File: config.mk
export PLATFORM = sky130hd
export DESIGN_NAME = player_input_capture
export DESIGN_NICKNAME = d
export VERILOG_FILES = /design/src/rtl/simon_pkg.sv /design/src/rtl/button_debouncer.sv /design/src/rtl/player_input_capture.sv
export SDC_FILE = /design/constraint.sdc
export NUM_CORES = 1
export LEC_CHECK = 0
export CAP_MARGIN = 5
export CORE_MARGIN = 2
export CORE_UTILIZATION = 58
export CTS_CLUSTER_SIZE = 24
export DETAILED_ROUTE_END_ITERATION = 7
export GPL_TIMING_DRIVEN = 0
export PLACE_DENSITY = 0.8
export SYNTH_ARGS = -nofsm -noshare
export SYNTH_HDL_FRONTEND = slang
export SYNTH_SLANG_ARGS = --single-unit
export TNS_END_PERCENT = 100
File: constraint.sdc
create_clock -name clk -period 3.1 [get_ports clk]
set_input_delay 0.93 -clock clk [delete_from_list [all_inputs] [get_ports clk]]
set_output_delay 0.93 -clock clk [all_outputs]
set_load 0.05 [all_outputs]
File: src/rtl/simon_pkg.sv
// Shared definitions for the colour-sequence datapath: colour codes, the
// capture FSM state set, sequence geometry and the one-hot decode helpers.
// Used by the display, capture and check stages.
package simon_pkg;

  localparam int SEQ_W       = 32;
  localparam int MAX_COLOURS = 16;
  localparam int NUM_BTN     = 4;

  typedef enum logic [1:0] {
    COL_R = 2'd0,
    COL_G = 2'd1,
    COL_B = 2'd2,
    COL_Y = 2'd3
  } colour_e;

  typedef enum logic [2:0] {
    ST_IDLE,
    ST_ARMED,
    ST_WAIT_PRESS,
    ST_WAIT_RELEASE,
    ST_DONE
  } state_e;

  // Buttons are {Y,B,G,R} = btn[3:0]; only meaningful for one-hot input.
  function automatic colour_e onehot_to_colour(input logic [NUM_BTN-1:0] oh);
    case (oh)
      4'b0010: return COL_G;
      4'b0100: return COL_B;
      4'b1000: return COL_Y;
      default: return COL_R;
    endcase
  endfunction

  function automatic logic is_onehot(input logic [NUM_BTN-1:0] v);
    return (v != '0) && ((v & (v - 4'd1)) == '0);
  endfunction

endpackage

File: src/rtl/button_debouncer.sv
// Single-button input conditioner: 2-flop synchroniser followed by a
// stable-level filter. The level output flips only after DEBOUNCE_CYCLES
// consecutive synchronised samples that differ from the current level,
// giving 2 + DEBOUNCE_CYCLES cycles from a raw edge to the level edge.
// Ports:
//   clk, rst_n  clock, async active-low reset (level resets to released)
//   btn_i       raw asynchronous button
//   level_o     debounced level
module button_debouncer #(
  parameter logic [15:0] DEBOUNCE_CYCLES = 16'd1000
) (
  input  logic clk,
  input  logic rst_n,
  input  logic btn_i,
  output logic level_o
);

  logic        sync1_q, sync2_q;
  logic        level_q, level_d;
  logic [15:0] cnt_q, cnt_d;

  // Any sample equal to the current level restarts the run count, so a
  // glitch shorter than DEBOUNCE_CYCLES never reaches the output.
  always_comb begin
    level_d = level_q;
    cnt_d   = '0;
    if (sync2_q != level_q) begin
      if ({1'b0, cnt_q} + 17'd1 >= {1'b0, DEBOUNCE_CYCLES}) begin
        level_d = sync2_q;
      end else begin
        cnt_d = cnt_q + 16'd1;
      end
    end
  end

  always_ff @(posedge clk or negedge rst_n) begin
    if (!rst_n) begin
      sync1_q <= 1'b0;
      sync2_q <= 1'b0;
      level_q <= 1'b0;
      cnt_q   <= '0;
    end else begin
      sync1_q <= btn_i;
      sync2_q <= sync1_q;
      level_q <= level_d;
      cnt_q   <= cnt_d;
    end
  end

  assign level_o = level_q;

endmodule

File: src/rtl/player_input_capture.sv
// Captures the player's colour presses after the display phase and packs
// them into the same 32-bit slot layout the display path reads.
// Ports:
//   clk, rst_n    clock, async active-low reset
//   en            capture runs while high; low returns to IDLE (seq_out kept)
//   btn[3:0]      raw buttons {Y,B,G,R}
//   seq_len[3:0]  expected colour count - 1, sampled on leaving IDLE
//   colour_valid  1-cycle pulse per accepted colour
//   colour_val    last accepted colour
//   seq_out       packed sequence, colour k at [2k+1:2k]
//   complete      high in DONE
//   timeout       high with complete when a per-colour timeout ended capture
//   multi_press   1-cycle pulse when more than one button was pressed
module player_input_capture
  import simon_pkg::*;
#(
  parameter logic [15:0] DEBOUNCE_CYCLES = 16'd1000,
  parameter logic [23:0] TIMEOUT_CYCLES  = 24'd0
) (
  input  logic               clk,
  input  logic               rst_n,
  input  logic               en,
  input  logic [NUM_BTN-1:0] btn,
  input  logic [3:0]         seq_len,
  output logic               colour_valid,
  output logic [1:0]         colour_val,
  output logic [SEQ_W-1:0]   seq_out,
  output logic               complete,
  output logic               timeout,
  output logic               multi_press
);

  logic [NUM_BTN-1:0] db;

  for (genvar g = 0; g < NUM_BTN; g++) begin : g_db
    button_debouncer #(.DEBOUNCE_CYCLES(DEBOUNCE_CYCLES)) u_db (
      .clk    (clk),
      .rst_n  (rst_n),
      .btn_i  (btn[g]),
      .level_o(db[g])
    );
  end

  state_e           state_q, state_d;
  logic [3:0]       idx_q, idx_d, len_q, len_d;
  logic [SEQ_W-1:0] seq_q, seq_d;
  logic [1:0]       col_q, col_d;
  logic             cv_q, cv_d, mp_q, mp_d, to_q, to_d;
  logic             got_q, got_d;   // current press was a valid colour
  logic [23:0]      tmr_q, tmr_d;

  always_comb begin
    state_d = state_q;
    idx_d   = idx_q;
    len_d   = len_q;
    seq_d   = seq_q;
    col_d   = col_q;
    cv_d    = 1'b0;
    mp_d    = 1'b0;
    to_d    = to_q;
    got_d   = got_q;
    tmr_d   = tmr_q;
    if (!en) begin
      state_d = ST_IDLE;
      to_d    = 1'b0;
    end else begin
      case (state_q)
        ST_IDLE: begin
          seq_d   = '0;
          idx_d   = '0;
          len_d   = seq_len;
          to_d    = 1'b0;
          got_d   = 1'b0;
          state_d = ST_ARMED;
        end
        // A button still held from the display phase must be let go first.
        ST_ARMED: begin
          if (db == '0) begin
            tmr_d   = '0;
            state_d = ST_WAIT_PRESS;
          end
        end
        // A press outranks a timeout landing in the same cycle.
        ST_WAIT_PRESS: begin
          if (db != '0) begin
            if (is_onehot(db)) begin
              seq_d[{idx_q, 1'b0} +: 2] = onehot_to_colour(db);
              col_d = onehot_to_colour(db);
              cv_d  = 1'b1;
              got_d = 1'b1;
            end else begin
              mp_d  = 1'b1;
              got_d = 1'b0;
            end
            state_d = ST_WAIT_RELEASE;
          end else if (TIMEOUT_CYCLES != '0 &&
                       {1'b0, tmr_q} + 25'd1 >= {1'b0, TIMEOUT_CYCLES}) begin
            to_d    = 1'b1;
            state_d = ST_DONE;
          end else if (tmr_q != '1) begin
            tmr_d = tmr_q + 24'd1;
          end
        end
        // A rejected multi-press leaves the index where it was.
        ST_WAIT_RELEASE: begin
          if (db == '0) begin
            tmr_d = '0;
            if (got_q && idx_q == len_q) begin
              state_d = ST_DONE;
            end else begin
              if (got_q) idx_d = idx_q + 4'd1;
              state_d = ST_WAIT_PRESS;
            end
          end
        end
        ST_DONE: ;
        default: state_d = ST_IDLE;
      endcase
    end
  end

  always_ff @(posedge clk or negedge rst_n) begin
    if (!rst_n) begin
      state_q <= ST_IDLE;
      idx_q   <= '0;
      len_q   <= '0;
      seq_q   <= '0;
      col_q   <= '0;
      cv_q    <= 1'b0;
      mp_q    <= 1'b0;
      to_q    <= 1'b0;
      got_q   <= 1'b0;
      tmr_q   <= '0;
    end else begin
      state_q <= state_d;
      idx_q   <= idx_d;
      len_q   <= len_d;
      seq_q   <= seq_d;
      col_q   <= col_d;
      cv_q    <= cv_d;
      mp_q    <= mp_d;
      to_q    <= to_d;
      got_q   <= got_d;
      tmr_q   <= tmr_d;
    end
  end

  assign colour_valid = cv_q;
  assign colour_val   = col_q;
  assign seq_out      = seq_q;
  assign complete     = (state_q == ST_DONE);
  assign timeout      = to_q;
  assign multi_press  = mp_q;

endmodule

Yosys cells after proc, flatten, opt, wreduce, memory -nomap -nowiden

Cells that the tools add are included.

Flip-flop bits (word level): 125
Bits of input ports: 11
Output and inout bits: 38
Word-level logic and storage cells: 122

Add/subtract/negate cells: 11
Order comparisons: 4
Eq/ne operators: 22
Shift-type cells: 2
Muxes and demuxes: 39
Bitwise operators: 1
Reduce and logical (&&, ||, !) cells: 18

Operators by type and width:

| kind                     | number |
|---|---|
| $mux W16                 | 8 |
| $add A16 B1 Y17 const B  | 4 |
| $ge A17 B10 Y1 const B   | 4 |
| $add A16 B1 Y16 const B  | 4 |
| $mux W32                 | 2 |
| $pmux W32 S2             | 1 |
| $bwmux W32               | 1 |
| $shift A2 B7 Y32 const A | 1 |
| $shiftx A2 B7 Y32        | 1 |
| $mux W3                  | 5 |
| $pmux W3 S5              | 1 |
| $mux W4                  | 3 |
| $ne A2 B2 Y1 const B     | 6 |
| $reduce_and A4 Y1        | 3 |
| $mux W1                  | 11 |
| $reduce_and A2 Y1        | 5 |
| $ne A3 B3 Y1 const B     | 3 |
| $logic_not A4 Y1         | 2 |
| $mux W2                  | 4 |
| $pmux W4 S2              | 1 |
| $neg A5 Y7               | 1 |
| $eq A3 B2 Y1 const B     | 2 |
| $pmux W2 S3              | 1 |
| $reduce_and A5 Y1        | 1 |
| 17 further kinds         | 22 |

Depth between registers and ports, before layout

Gate-level depths: netlist (run 1).

Word-level depth: 13
Mapped depth: 10
Depth with buffers taken out: 8

By module

A second synthesis (run 1) with hierarchy kept.

Cell total of the unflattened synthesis: 713
Area, all modules: 7025.5 µm²

By module, submodules not included:

| module               | instances | cells each | area an instance (µm²) | seq. area each (µm²) |
|---|---|---|---|---|
| button_debouncer     | 4         | 97         | 1012.2                 | 475.5 |
| player_input_capture | 1         | 325        | 2976.6                 | 1201.2 |

Worst setup path after synthesis (run 1)

No wires, ideal clock.

Path kind: register to register
From: reg g_db[2].u_db.cnt_q[0]
To: reg g_db[2].u_db.level_q
Setup time: 127 ps
Arrival: 2242 ps
Required time: 2973 ps
Path slack: 731 ps
Stages on the path, launching flop included: 8
Buffers on the path: 0
Clock period less this slack: 2369 ps
Cell sequence: dfrtp_1 -> ha_1 -> or3b_2 -> o32ai_1 -> a32oi_1 -> or4_1 -> nand3_1 -> mux2_1

Word-level cells in the longest chain between the ends: 3

Ends and longest elaborated chain:

| item                        | RTL line               | text |
|---|---|---|
| start: declaration          | button_debouncer.sv:20 | `logic [15:0] cnt_q, cnt_d;` |
| start signal: assignment    | button_debouncer.sv:46 | `cnt_q <= cnt_d;` |
| $add A16 B1 Y17             | button_debouncer.sv:28 | `if ({1'b0, cnt_q} + 17'd1 >= {1'b0, DEBOUNCE_CYCLES}) begin` |
| $ge A17 B10 Y1              | button_debouncer.sv:28 |  |
| $reduce_and A2 Y1 (no line) | --                     |  |
| end signal: assignment      | button_debouncer.sv:45 | `level_q <= level_d;` |
| end: declaration            | button_debouncer.sv:19 | `logic level_q, level_d;` |

Every way passes these cells.
A chain may end at the register's enable or synchronous reset.

Worst setup path after layout (run 1)

From: reg idx_q[0]
To: reg seq_q[21], in the netlist seq_out[21]

Word-level cells in the longest chain between the ends: 6
Elaborated cells on any way between the ends: 7
Classes of those cells: 1 x add/sub; 2 x shift; 4 x mux

Ends and longest elaborated chain:

| item                                                  | RTL line                    | text |
|---|---|---|
| start: declaration                                    | player_input_capture.sv:45  | `logic [3:0] idx_q, idx_d, len_q, len_d;` |
| start signal: assignment                              | player_input_capture.sv:136 | `idx_q <= idx_d;` |
| $neg A5 Y7 (*)                                        | player_input_capture.sv:87  | `seq_d[{idx_q, 1'b0} +: 2] = onehot_to_colour(db);` |
| $shiftx A2 B7 Y32 or $shift A2 B7 Y32 (tied branches) | player_input_capture.sv:87  |  |
| $bwmux W32 (*)                                        | player_input_capture.sv:87  |  |
| $mux W32 (*)                                          | player_input_capture.sv:86  | `if (is_onehot(db)) begin` |
| $mux W32 (*)                                          | player_input_capture.sv:85  | `if (db != '0) begin` |
| $pmux W32 S2 (*)                                      | player_input_capture.sv:67  | `case (state_q)` |
| end signal: assignment                                | player_input_capture.sv:138 | `seq_q <= seq_d;` |
| end: declaration                                      | player_input_capture.sv:46  | `logic [SEQ_W-1:0] seq_q, seq_d;` |

Mark *: on every way between the ends. The rest lies on a longest branch, timed or not. The select of a mux whose other input is x is not followed.

==> impl_metrics.ini, run 1 <==
[synthesis]
synth-xor-area-share = 0.0681
avgSynthCellArea_um2 = 9.97
synth_area_um2 = 6040
yosys.area_share.simple = 0.210
synth_compound_area_frac = 0.124
synth_ff_type = dfrtp_1
syn_inst = 606
synth.yosys.seq_area_share = 0.514
synth-edff-count = 0
yosysWarnings = 0
postSynthRegisterBits = 124
synth_mux_area_frac = 0.0259
synth-adder-area-share = 0.0203
synth.distinct_cells = 70
ys_async_sr_fraction = 1.00
synth_top_family_by_area = simple AND/OR/NAND/NOR gates

[global_route]
grt_remaining_overflow = 0
antenna_found_initial = 0
grtUsageTotal = 0.257
grt_max_degree = 64
grt_pass1_wl_mm = 22.7
grt_pass1_vias = 4888

[worst_setup_path]
worstPathBufferInverterCount = 3
r2r_end = seq_out[21]
crit_path_end_kind = flip-flop
path_class = flip-flop to flip-flop
critical_path.top_delay_family = compound AO/OA/AOI/OAI gates
crit_chain = clkbuf_1 > inv_1 > ha_1 > clkbuf_1 > or2_2 > o21ai_0 > a22o_1 > nand2_1 > a21o_1 > o2bb2ai_1
reg2reg_slack_ns = 0.14
cp.required_ns = 3.52
cp_common_cell = clkbuf_1
crit_path_max_fanout = 10
slowest_stage = dfrtp_1
rr_worst_depth = 10
critical_path.startpoint_type = flip-flop
cp_num_cells = 10
max_stage_delay_ns = 0.43
regToRegStartpoint = idx_q[0]
critPathArrivalTime_ns = 3.37

[placed_design]
io_buffers = 47
pre_cts_ws_ns = 0.191
dp_hpwl_mm = 8.80
place.gp.congestion = 0.865

[sta]
slew_headroom = 0.390
tightest_slew_ns = 0.913
hold_viol = 0
holdWs_ns = 0.347
setup_viol = 0
finalWorstSetupSlack_ns = 0.142
fmax_mhz = 338
slew_violations = 0
min_period_ns = 2.96
rsz0062_at_grt = true
clock_skew_ns = 0.00704
min_period_over_period = 0.954

[clocking]
clk_path_buf_depth = 2
clk-insertion-delay-late_ns = 0.54
root_buffer = clkbuf_8
ctsHoldBuffers = 0
post_cts_buffers = 0
cts_inserted_buffers = 17
cts_tree = yes
cts.sinks = 124
clkTransAtPathRegs_ns = 0.06
htreeDepth = 4

[finish]
postLayoutCoreUtil = 0.726
final_common_cell = dfrtp_1
final_cell_mix = dfrtp_1 (124), nand2_1 (72), nor2_1 (67), clkdlybuf4s50_1 (45), inv_1 (38)
syn2layout_area_growth_pct = 22.9
drive_gt1_frac = 0.101
diodes = 0
layout.nets = 717
nFillCells = 723

[die]
start_util = 0.590
dieArea_um2 = 11200
io-pin-count = 49
coreArea_um2 = 10200
die_w_um = 106
dieHeight_um = 106
row_count = 37

[hold_path]
hold_class = input pin to async pin

[route]
routed_wirelength_mm = 13.4
drtIter0Drc = 298
drc = 0
via_per_inst = 5.69
first_pass_iters = 5
routedWlPerCell_um = 15.8
ant_nets = 0
num_vias = 4811

[power_and_ir_drop]
power.density_nw_per_um2 = 531
power_leakage_nw = 3.04
total_power_mw = 3.95
ir_drop_mv = 0.438

[run_status]
run_status = finished, final reports clean

[job]
maxCapViolCount = 0
## routing by layer
metal	wire, um	vias up	global-route usage
met5	0	-	0
li1	-	2287	-
met2	6800	145	0.429
met1	5760	2350	0.316
met4	276	0	0.116
met3	554	29	0.0650
## flip-flops by register name, summed over array words and instances, names as in the netlist
signal	flops
colour_val	2
colour_valid	1
g_db.u_db.cnt_q	64
g_db.u_db.level_o	4
g_db.u_db.sync1_q	4
g_db.u_db.sync2_q	4
got_q	1
idx_q	4
len_q	4
multi_press	1
seq_out	32
state_q	3
## final cells by class
cell class	count	area (um^2)	area share
Buffer	19	85.1	0.0115
Clock buffer	18	428	0.0576
Inverter	38	143	0.0192
Tap cell	136	170	0.0229
Clock inverter	14	193	0.0259
Sequential cell	124	3100	0.418
Timing Repair Buffer	48	498	0.0670
Multi-Input combinational cell	449	2810	0.378
## through the flow
| stage | setup TNS [ns] | std cells | instance area [um^2] |
|---|---|---|---|
| CTS | 0 | 846 | 7420 |
| finish | 0 | 846 | 7430 |
| floorplan | 0 | 630 | 6130 |
| global route | -0.547 | 846 | 7430 |
| detailed placement | 0 | 814 | 6800 |
| global placement | -425.99 | 813 | 6770 |
## logic make-up (layout without fill, tap and decap cells)
logic type      count (synthesis)  in the layout
compound gates                106            106
xor+xnor                       47             47
fa+ha+maj                      10             10
buf+inv                        57            137
flops                         124            124
mux                            14             14
other cells                     1             25
simple gates                  247            247
## timing repair
action | 4_1_cts | 5_1_grt
gates resized for setup | 1 | 1
endpoints found under the setup margin | 1 | 4
pin swaps | 0 | 0
endpoints found under the hold margin | 0 | 0
## worst max path at each step
stage                                end  slack (ns)             startpoint
finish                       seq_out[21]        0.14               idx_q[0]
global placement             seq_out[22]       -3.44                  rst_n
detailed placement           seq_out[13]        0.19                     en
floorplan           g_db[2].u_db.level_o        0.73  g_db[2].u_db.cnt_q[0]
CTS                             complete        0.16             state_q[0]
global route                 seq_out[18]       -0.09               idx_q[0]
## synth_stat cells (4+ instances only)
cell type / n / area [um^2]
mux2i_1: 4 / 40.0
dfrtp_1: 124 / 3100
xnor2_1: 30 / 263
nor3_1: 17 / 85.1
xor2_1: 17 / 149
inv_1: 38 / 143
nor2_1: 67 / 251
nand2b_1: 7 / 43.8
o2bb2ai_1: 10 / 87.6
o22ai_1: 23 / 144
mux2_2: 8 / 90.1
and4_1: 4 / 35.0
nand2_1: 72 / 270
and3_1: 5 / 31.3
a211oi_1: 4 / 30.0
a21o_1: 8 / 60.1
clkbuf_1: 12 / 45.0
o21ai_0: 15 / 75.1
buf_2: 5 / 25.0
nor4_1: 6 / 37.5
or3b_2: 4 / 35.0
nand3_1: 19 / 95.1
nand4_1: 14 / 87.6
ha_1: 9 / 113
a21oi_1: 18 / 90.1
nor3b_1: 4 / 30.0
## power breakdown
group | switching [mW] | internal (mW)
Clock | 0.748 | 1.33
Combinational | 0.119 | 0.0684
Sequential | 0.0240 | 1.66
(Power assumes the default switching activity.)
==> run 2: changes to the inputs <==
--- a/config.mk
+++ b/config.mk
@@ -11,6 +11,7 @@
 export CTS_CLUSTER_SIZE = 24
 export DETAILED_ROUTE_END_ITERATION = 7
 export GPL_TIMING_DRIVEN = 0
+export MAX_ROUTING_LAYER = met4
 export PLACE_DENSITY = 0.8
 export SYNTH_ARGS = -nofsm -noshare
 export SYNTH_HDL_FRONTEND = slang
==> run 2 against run 1 <==
Net effect:
- combinational power about the same
- critical path type is now flip-flop to primary output
- die area stayed put
- sequential power hardly changed
- clock power barely moved
- register-to-register slack better by 0.02 ns
==> impl_metrics.ini, run 2 (synthesis gave the netlist of run 1 again) <==
[worst_setup_path]
worstPathBufferInverterCount = 3
path_class = flip-flop to primary output
max_stage_delay_ns = 0.52
rr_worst_depth = 10
regToRegStartpoint = idx_q[0]
crit_path_max_fanout = 9
cp.required_ns = 2.17
r2r_end = seq_out[21]
crit_chain = clkbuf_1 > nor2_1 > nand2_1 > inv_1 > dlygate4sd2_1
reg2reg_slack_ns = 0.16
crit_path_end_kind = primary output
critical_path.startpoint_type = flip-flop
critPathArrivalTime_ns = 2.02
slowest_stage = dlygate4sd2_1
critical_path.top_delay_family = buffers and inverters

[die]
start_util = 0.590
row_count = 37
dieHeight_um = 106
coreArea_um2 = 10200
die_w_um = 106
io-pin-count = 49
dieArea_um2 = 11200

[route]
ant_nets = 0
routedWlPerCell_um = 15.8
drtIter0Drc = 303
routed_wirelength_mm = 13.4
num_vias = 4849
via_per_inst = 5.73
drc = 0
first_pass_iters = 7

[run_status]
run_status = finished, final reports clean

[power_and_ir_drop]
power.density_nw_per_um2 = 531
clock_power_share = 0.526
pwr-share-comb = 0.048
ir_drop_mv = 0.437
swShare = 0.226
p_switching_uw = 892
p_int_mw = 3.06
power_leakage_nw = 3.04
pwr-share-seq = 0.426
total_power_mw = 3.95

[clocking]
post_cts_buffers = 0
htreeDepth = 4
clk-insertion-delay-late_ns = 0.54
clk_path_buf_depth = 2
ctsHoldBuffers = 0
clkTransAtPathRegs_ns = 0.06
cts.sinks = 124
cts_inserted_buffers = 17
root_buffer = clkbuf_8
cts_tree = yes

[finish]
top_register = g_db.u_db.cnt_q
drive_gt1_frac = 0.101
largest_reg_flops = 64
syn2layout_area_growth_pct = 22.9
design_area_um2 = 7430
layout.nets = 717
final_common_cell = dfrtp_1
diodes = 0
final_cell_mix = dfrtp_1 (124), nand2_1 (72), nor2_1 (67), clkdlybuf4s50_1 (45), inv_1 (38)
nFillCells = 723

[placed_design]
dpl_cell_area_um2 = 6800
io_buffers = 47
dp_hpwl_mm = 8.80
place.gp.congestion = 0.879

[sta]
min_period_ns = 2.95
hold_viol = 0
slew_headroom = 0.373
rsz0062_at_grt = true
setup_viol = 0
min_period_over_period = 0.952
holdWs_ns = 0.348
slew_violations = 0
tightest_slew_ns = 0.938
clock_skew_ns = 0.00636
fmax_mhz = 339

[hold_path]
hold_class = input pin to async pin

[global_route]
grt_pass1_wl_mm = 22.7
grtUsageTotal = 0.264
grt_remaining_overflow = 0
grt_pass1_vias = 4899
grt_max_degree = 64
antenna_found_initial = 0

[job]
maxCapViolCount = 0
==> run 2: routing by layer <==
layer  share of wire  vias to the layer above  global-route usage
met5               0                        -                   -
met4           0.025                        0               0.116
met3           0.052                       40              0.0644
met2            0.51                      154               0.426
met1            0.42                     2364               0.319
li1                -                     2291                   -
==> run 2: layout make-up <==
type	count	area [um^2]	share of cell area
clock buffers	18	428	0.0576
inverters	38	143	0.0192
clock inverters	14	193	0.0259
repair buffers	48	498	0.0670
well taps	136	170	0.0229
multi-input cells	449	2810	0.378
plain buffers	19	85.1	0.0115
flip-flops and latches	124	3100	0.418
==> run 2: what timing repair did <==
action | CTS | global route
resized for setup | 1 | 1
hold endpoints to repair | 0 | 0
setup endpoints to repair | 1 | 4
==> run 2: worst max path at each step <==
stage                      endpoint             startpoint  cells past startpoint  slack [ns]
2_1_floorplan  g_db[2].u_db.level_o  g_db[2].u_db.cnt_q[0]                      7        0.73
3_3_place_gp            seq_out[22]                  rst_n                      1       -3.44
3_5_place_dp            seq_out[13]                     en                      6        0.19
4_1_cts                    complete             state_q[0]                      5        0.16
5_1_grt                 seq_out[18]               idx_q[0]                     10       -0.09
6_report                   complete             state_q[0]                      5        0.15
==> run 2: power groups by stage <==
stage	Combinational, mW	Clock (mW)	Sequential, mW
floorplan	0.0950	0	1.72
global placement	0.174	0	1.71
detailed placement	0.186	0	1.71
CTS	0.189	2.09	1.68
global route	0.210	2.17	1.69
finish	0.188	2.08	1.68
==> run 2: through the flow <==
stage	setup TNS, ns	worst slack [ns]	instances	util
final	0	0.150	846	0.726
after global routing	-0.546	-0.0899	846	0.726
after CTS	0	0.163	846	0.725
after detailed placement	0	0.191	814	0.665
after global placement	-425.99	-3.44	813	0.662
after floorplan	0	0.731	630	-
==> run 2: worst reg2reg max path, delay by kind of cell, from the launching register on <==
kind,cells,cell delay (ns)
compound gates,4,0.90
buf+inv,3,0.82
flops,1,0.43
simple gates,2,0.42
fa+ha+maj,1,0.24
